### config.mk
export PLATFORM = sky130hd
export DESIGN_NAME = ucaspian_packet_tx
export DESIGN_NICKNAME = d
export VERILOG_FILES = /design/src/rtl/ucaspian_pkt_pkg.sv /design/src/rtl/ucaspian_packet_tx.sv
export SDC_FILE = /design/constraint.sdc
export NUM_CORES = 1
export LEC_CHECK = 0
export CAP_MARGIN = 20
export CORE_MARGIN = 10
export CORE_UTILIZATION = 47
export DETAILED_ROUTE_END_ITERATION = 8
export HOLD_SLACK_MARGIN = 0.06
export PLACE_DENSITY_LB_ADDON = 0.08
export SYNTH_ARGS = -nofsm -noshare
export SYNTH_HDL_FRONTEND = slang
export SYNTH_SLANG_ARGS = --single-unit
### constraint.sdc
create_clock -name clk -period 4.5 [get_ports clk]
set_clock_uncertainty 0.1 [all_clocks]
set_input_delay 0.675 -clock clk [delete_from_list [all_inputs] [get_ports clk]]
set_output_delay 0.675 -clock clk [all_outputs]
set_load 0.03 [all_outputs]
### src/rtl/ucaspian_pkt_pkg.sv
// Shared opcodes, FSM state and arbitration source types for the uCaspian
// outbound packet encoder.
package ucaspian_pkt_pkg;

  localparam logic [7:0] PKT_FIRE      = 8'h01;
  localparam logic [7:0] PKT_TIME      = 8'h02;
  localparam logic [7:0] PKT_METRIC    = 8'h03;
  localparam logic [7:0] PKT_CLEAR_ACK = 8'h04;

  typedef enum logic [1:0] {
    IDLE,
    SEND,
    GAP
  } tx_state_t;

  typedef enum logic [2:0] {
    SRC_NONE,
    SRC_CLEAR,
    SRC_METRIC,
    SRC_TIME,
    SRC_FIRE
  } tx_src_t;

  function automatic logic [7:0] src_opcode(input tx_src_t src);
    logic [7:0] op;
    op = '0;
    case (src)
      SRC_CLEAR:  op = PKT_CLEAR_ACK;
      SRC_METRIC: op = PKT_METRIC;
      SRC_TIME:   op = PKT_TIME;
      SRC_FIRE:   op = PKT_FIRE;
      default:    op = '0;
    endcase
    return op;
  endfunction

endpackage

### src/rtl/ucaspian_packet_tx.sv
// Outbound packet encoder: arbitrates core events and serializes each into a
// byte packet on a ready/valid stream, returning the core-side *_sent pulses.
module ucaspian_packet_tx
  import ucaspian_pkt_pkg::*;
#(
  parameter int unsigned TIME_BYTES = 4
) (
  input  logic        clk,
  input  logic        reset,
  input  logic [7:0]  output_fire_addr,
  input  logic        output_fire_waiting,
  output logic        output_fire_sent,
  input  logic [31:0] time_current,
  input  logic        time_update,
  output logic        time_sent,
  input  logic [7:0]  metric_value,
  input  logic        metric_send,
  input  logic        clear_done,
  output logic        ack_sent,
  output logic [7:0]  tx_data,
  output logic        tx_vld,
  input  logic        tx_rdy,
  output logic        tx_busy,
  output logic        metric_overflow
);

  localparam int unsigned TIME_SHIFT = 32 - 8 * TIME_BYTES;

  tx_state_t   state_q;
  logic [39:0] shift_q;
  logic [2:0]  rem_q;
  logic [7:0]  tx_data_q;
  logic        tx_vld_q;
  logic        fire_sent_q;
  logic        time_sent_q;
  logic        ack_sent_q;
  logic [7:0]  metric_q;
  logic        metric_pend_q;
  logic        metric_ovf_q;

  tx_src_t     grant_src;
  logic [39:0] grant_payload;
  logic [2:0]  grant_len;
  logic [31:0] time_aligned;
  logic        grant_metric;

  // Payload is MSB-aligned so every packet type shifts out from bits [39:32].
  always_comb begin
    grant_src     = SRC_NONE;
    grant_payload = '0;
    grant_len     = '0;
    time_aligned  = time_current << TIME_SHIFT;
    if (state_q == IDLE) begin
      if (clear_done) begin
        grant_src = SRC_CLEAR;
      end else if (metric_pend_q) begin
        grant_src     = SRC_METRIC;
        grant_payload = {metric_q, 32'h0};
        grant_len     = 3'd1;
      end else if (time_update) begin
        grant_src     = SRC_TIME;
        grant_payload = {time_aligned, 8'h00};
        grant_len     = 3'(TIME_BYTES);
      end else if (output_fire_waiting) begin
        grant_src     = SRC_FIRE;
        grant_payload = {output_fire_addr, 32'h0};
        grant_len     = 3'd1;
      end
    end
    grant_metric = (grant_src == SRC_METRIC);
  end

  always_ff @(posedge clk or posedge reset) begin
    if (reset) begin
      state_q       <= IDLE;
      shift_q       <= '0;
      rem_q         <= '0;
      tx_data_q     <= '0;
      tx_vld_q      <= 1'b0;
      fire_sent_q   <= 1'b0;
      time_sent_q   <= 1'b0;
      ack_sent_q    <= 1'b0;
      metric_q      <= '0;
      metric_pend_q <= 1'b0;
      metric_ovf_q  <= 1'b0;
    end else begin
      fire_sent_q <= 1'b0;
      time_sent_q <= 1'b0;
      ack_sent_q  <= 1'b0;

      // A grant frees the holding register in the same cycle a new byte lands.
      if (metric_send) begin
        if (!metric_pend_q || grant_metric) begin
          metric_q      <= metric_value;
          metric_pend_q <= 1'b1;
        end else begin
          metric_ovf_q  <= 1'b1;
        end
      end else if (grant_metric) begin
        metric_pend_q <= 1'b0;
      end

      case (state_q)
        IDLE: begin
          if (grant_src != SRC_NONE) begin
            state_q     <= SEND;
            tx_data_q   <= src_opcode(grant_src);
            tx_vld_q    <= 1'b1;
            shift_q     <= grant_payload;
            rem_q       <= grant_len;
            fire_sent_q <= (grant_src == SRC_FIRE);
            time_sent_q <= (grant_src == SRC_TIME);
            ack_sent_q  <= (grant_src == SRC_CLEAR);
          end
        end
        SEND: begin
          if (tx_vld_q && tx_rdy) begin
            if (rem_q != 3'd0) begin
              tx_data_q <= shift_q[39:32];
              shift_q   <= shift_q << 8;
              rem_q     <= rem_q - 3'd1;
            end else begin
              tx_vld_q  <= 1'b0;
              state_q   <= GAP;
            end
          end
        end
        GAP:     state_q <= IDLE;
        default: state_q <= IDLE;
      endcase
    end
  end

  assign tx_data          = tx_data_q;
  assign tx_vld           = tx_vld_q;
  assign output_fire_sent = fire_sent_q;
  assign time_sent        = time_sent_q;
  assign ack_sent         = ack_sent_q;
  assign metric_overflow  = metric_ovf_q;
  assign tx_busy          = (state_q != IDLE) | metric_pend_q;

endmodule

# Word-level counts from Yosys, hierarchy flattened
# Cells that the tools add are included.
# W data, S select, Z words.
classes:
  add_sub_neg: 1
  multipliers: 0
  div: 0
  magnitude_cmp: 0
  n_eq_ne: 10
  n_shift: 0
  muxes: 43
  bitwise_logic: 2
  reduce_logical: 15
op_table:
  columns: ["operator", "n"]
  rows:
  - ["$mux W40", 7]
  - ["$pmux W40 S2", 1]
  - ["$mux W3", 11]
  - ["$mux W8", 3]
  - ["$pmux W8 S2", 1]
  - ["$mux W1", 13]
  - ["$pmux W3 S4", 1]
  - ["$reduce_and A4 Y1", 2]
  - ["$eq A3 B2 Y1 const B", 2]
  - ["$mux W2", 3]
  - ["$ne A2 B2 Y1 const B", 3]
  - ["$pmux W3 S2", 1]
  - ["$reduce_and A2 Y1", 3]
  - ["$reduce_bool A2 Y1", 3]
  - ["$reduce_bool A3 Y1", 2]
  - ["$ne A2 B1 Y1 const B", 2]
  - ["$pmux W2 S2", 1]
  - ["$eq A3 B1 Y1 const B", 1]
  - ["$eq A3 B3 Y1 const B", 1]
  - ["$reduce_and A3 Y1", 1]
  - ["$sub A3 B1 Y3 const B", 1]
  - ["$eq A2 B1 Y1 const B", 1]
  - ["$logic_not A2 Y1", 1]
  - ["$pmux W1 S2", 1]
  - ["other kinds (5)", 5]
word_totals:
  reg_bits: 67
  latch_bits: 0
  ramBits: 0
  romBits: 0
  in_bits: 55
  wordCells: 82
  memories: 0

# Logic depth before layout (Yosys ltp)
logic_depth:
  depth_word: 9
  mapped_depth: 8
  depth_no_buf: 6

# Worst setup path before layout
# Ideal clock, no wire load.
synth_path:
  path_kind: "register to output"
  from: "register metric_pend_q"
  to: "output tx_busy"
  arrival_time_ns: 1.057
  required_ns: 3.725
  setup_slack_ns: 2.668
  path_stages_with_launch: 3
  n_path_buf: 1
  cell_sequence: "dfrtp_1 -> clkbuf_1 -> or3_1"
synth_via:
  elab_chain_cells: 1
synth_lines:
  columns: ["item", "line", "source"]
  rows:
  - ["start, declared", "ucaspian_packet_tx.sv:38", "logic metric_pend_q;"]
  - ["start signal, assigned", "ucaspian_packet_tx.sv:84", "metric_pend_q <= 1'b0;"]
  - ["start signal, assigned", "ucaspian_packet_tx.sv:95", "metric_pend_q <= 1'b1;"]
  - ["start signal, assigned", "ucaspian_packet_tx.sv:100", "metric_pend_q <= 1'b0;"]
  - ["$or A1 B1 Y1", "ucaspian_packet_tx.sv:140", "assign tx_busy = (state_q != IDLE) | metric_pend_q;"]
  - ["end, declared", "ucaspian_packet_tx.sv:23", "output logic tx_busy,"]
# Every way passes these cells.

# Worst setup path in the final report
# Ends and elaborated chain as after synthesis.

==> flow_summary.ini <==
[sta]
rsz0062_at_grt = no
fmax_ghz = 0.359
hold_viol_final = 0
setup_viol = 0
setup_tns_ns = 0
post-route-period-util = 0.620
worst_slew_pin_slew_ns = 0.991
maxSlewHeadroom = 0.338
drv_slew = 0
layout_min_cycle_time_ns = 2.79

[logic_synthesis]
synthArstFlopShare = 1.00
netlist_instances = 263
synth_fp_nets = 320
synth_edf_count = 0
yosysWarnings = 0
yosysMostFrequentCell = dfrtp_1
synthTopCellsByArea = dfrtp_1, a221oi_2, nor2_1
synthesis.area_sq_mm = 0.00287
yosysTopAreaCell = dfrtp_1
synth_common_cells = dfrtp_1, nor2_1, nand2_1
synth_flop_cell = dfrtp_1
synth_cell_types = 37
synth.ff_latch_count = 59
synth_top_area_frac = 0.514
syn_avg_cell_area_sq_um = 10.9
seq_area_frac_synth = 0.514

[clock_network]
cts_resized = 0
root_buffer = clkbuf_8
cts_tree = yes
htreeDepth = 3
clk_pin_slew_ns = 0.06
cts_setup_buffers = 0
cts_buffers = 9
clk_latency_ns = 0.33
ctsHoldBuffers = 0
cts.sinks = 59
clk_path_buf_depth = 2

[worst_setup_path]
crit_required_ns = 3.72
cpPeakStageDelay_ns = 0.81
crit_buf_inv = 1
worstReg2RegStart = state_q[0]
critPathKind = reg -> out
cp-end-kind = output port
arrival_ns = 2.01
path_cells = or3_1 > clkdlybuf4s50_1
cp-startpoint = metric_pend_q
worstPathMaxFanout = 22
cp-start-kind = flop
cp_slowest_cell = dfrtp_1
crit_family = flip-flops

[power]
p_total_uw = 2400
p_leak_uw = 0.00161
ir_drop_uv = 343
internal-power_uw = 1430
p_switching_uw = 966
clockPowerShare = 0.167
combPwrFrac = 0.464
p_seq_frac = 0.370
switching_share = 0.403
powerDensity_mw_per_mm2 = 648

[routing]
wire_per_inst_microns = 17.3
ant_nets = 0
num_vias = 2214
wirelength_microns = 6950
dr.pass1.iters = 4
drtIter0Drc = 99
routed_via_density = 5.51
drc = 0

[global_routing]
grt_use_total = 0.147
grt-ovfl-total = 0
grt_pass1_wl_microns = 11600
antenna_found_initial = 0
grt_max_degree = 43
grt_pass1_vias = 2362

[floorplan]
io_pins = 69
core_sq_mm = 0.00592
die-area_sq_mm = 0.00963
fp.dieW_microns = 98.1
rows = 28
initial_core_util = 0.485
die_y_microns = 98.1

[placement]
dp_hpwl_microns = 5080
gp_congestion = 0.803
io_buffers = 68

[job]
drv_cap = 0

[status]
outcome = finished, final reports clean

[layout]
area_growth_pct = 29.1
regArea_sq_mm = 0.00148
fillers = 494
drive_above_1_share = 0.156
multiInputGateArea_sq_mm = 0.00126
nets = 383
antennaDiodeCount = 0

[hold_path]
min-delay-start = metric_q[6]
hold_class = reg -> reg
final timing paths:
path | end | depth (start not counted) | slack, ns
min reg2reg | metric_q[6] | 1 | 0.38
min in group asynchronous | metric_q[4] | 2 | 0.63
max | tx_busy | 2 | 1.71
min | metric_q[6] | 1 | 0.38
max reg2reg | shift_q[36] | 4 | 2.20
max in group asynchronous | shift_q[33] | 3 | 2.83
kinds of logic after synthesis:
| logic type | synth area share |
|---|---|
| muxes | 0.0314 |
| AOI/OAI and AO/OA | 0.220 |
| DFF | 0.514 |
| and+or+nand+nor | 0.175 |
| buffers and inverters | 0.0501 |
| adders and majority gates | 0.00872 |
registers in the layout, indices dropped and copies added (netlist names), 2 cells and up:
signal / cells
shift_q: 32
metric_q: 8
tx_data: 8
rem_q: 3
state_q: 2
per-stage QoR:
stage / cell area [sq um] / worst slack, ns / utilization / hold WS [ns] / cells
CTS: 3700 / 1.70 / 0.626 / 0.385 / 402
global route: 3700 / 1.59 / 0.626 / 0.408 / 402
detailed placement: 3550 / 1.68 / 0.600 / 0.372 / 390
finish: 3700 / 1.71 / 0.626 / 0.383 / 402
floorplan: 2870 / 2.27 / - / 0.355 / 263
global placement: 3550 / 1.74 / 0.600 / 0.364 / 390
power by group through the flow:
| stage | logic, uW | registers, uW | clock network (uW) |
|---|---|---|---|
| floorplan | 849 | 912 | 0 |
| global placement | 1100 | 892 | 0 |
| detailed placement | 1120 | 898 | 0 |
| CTS | 1130 | 889 | 407 |
| global route | 1250 | 915 | 431 |
| finish | 1110 | 888 | 400 |
cell type report:
| class | instances | area share |
|---|---|---|
| Clock buffer | 12 | 0.0419 |
| Sequential cell | 59 | 0.399 |
| Inverter | 5 | 0.00507 |
| Tap cell | 75 | 0.0253 |
| Multi-Input combinational cell | 180 | 0.339 |
| Timing Repair Buffer | 71 | 0.190 |
per-layer routing:
layer | GRT usage | part of all wire | up-vias | routed length (microns)
met5 | 0 | 0 | - | 0
li1 | - | - | 1071 | -
met1 | 0.177 | 0.42 | 1084 | 2930
met4 | 0.0562 | 0.014 | 0 | 97
met3 | 0.0444 | 0.052 | 11 | 358
met2 | 0.240 | 0.51 | 48 | 3570
layout by cell type, fill, tap and decap left out, drive strengths merged, types with 3 or more instances in the layout:
master / count
a221oi: 17
nor2: 47
dfrtp: 59
nor2b: 3
a32oi: 8
nand2: 26
a21oi: 11
a22o: 5
nand2b: 11
nor3: 5
clkdlybuf4s50: 68
buf: 3
nand3: 9
and3: 3
a221o: 7
mux2: 8
inv: 5
o21ai: 8
clkbuf: 12
No activity file was read; power rests on OpenSTA's default activity.
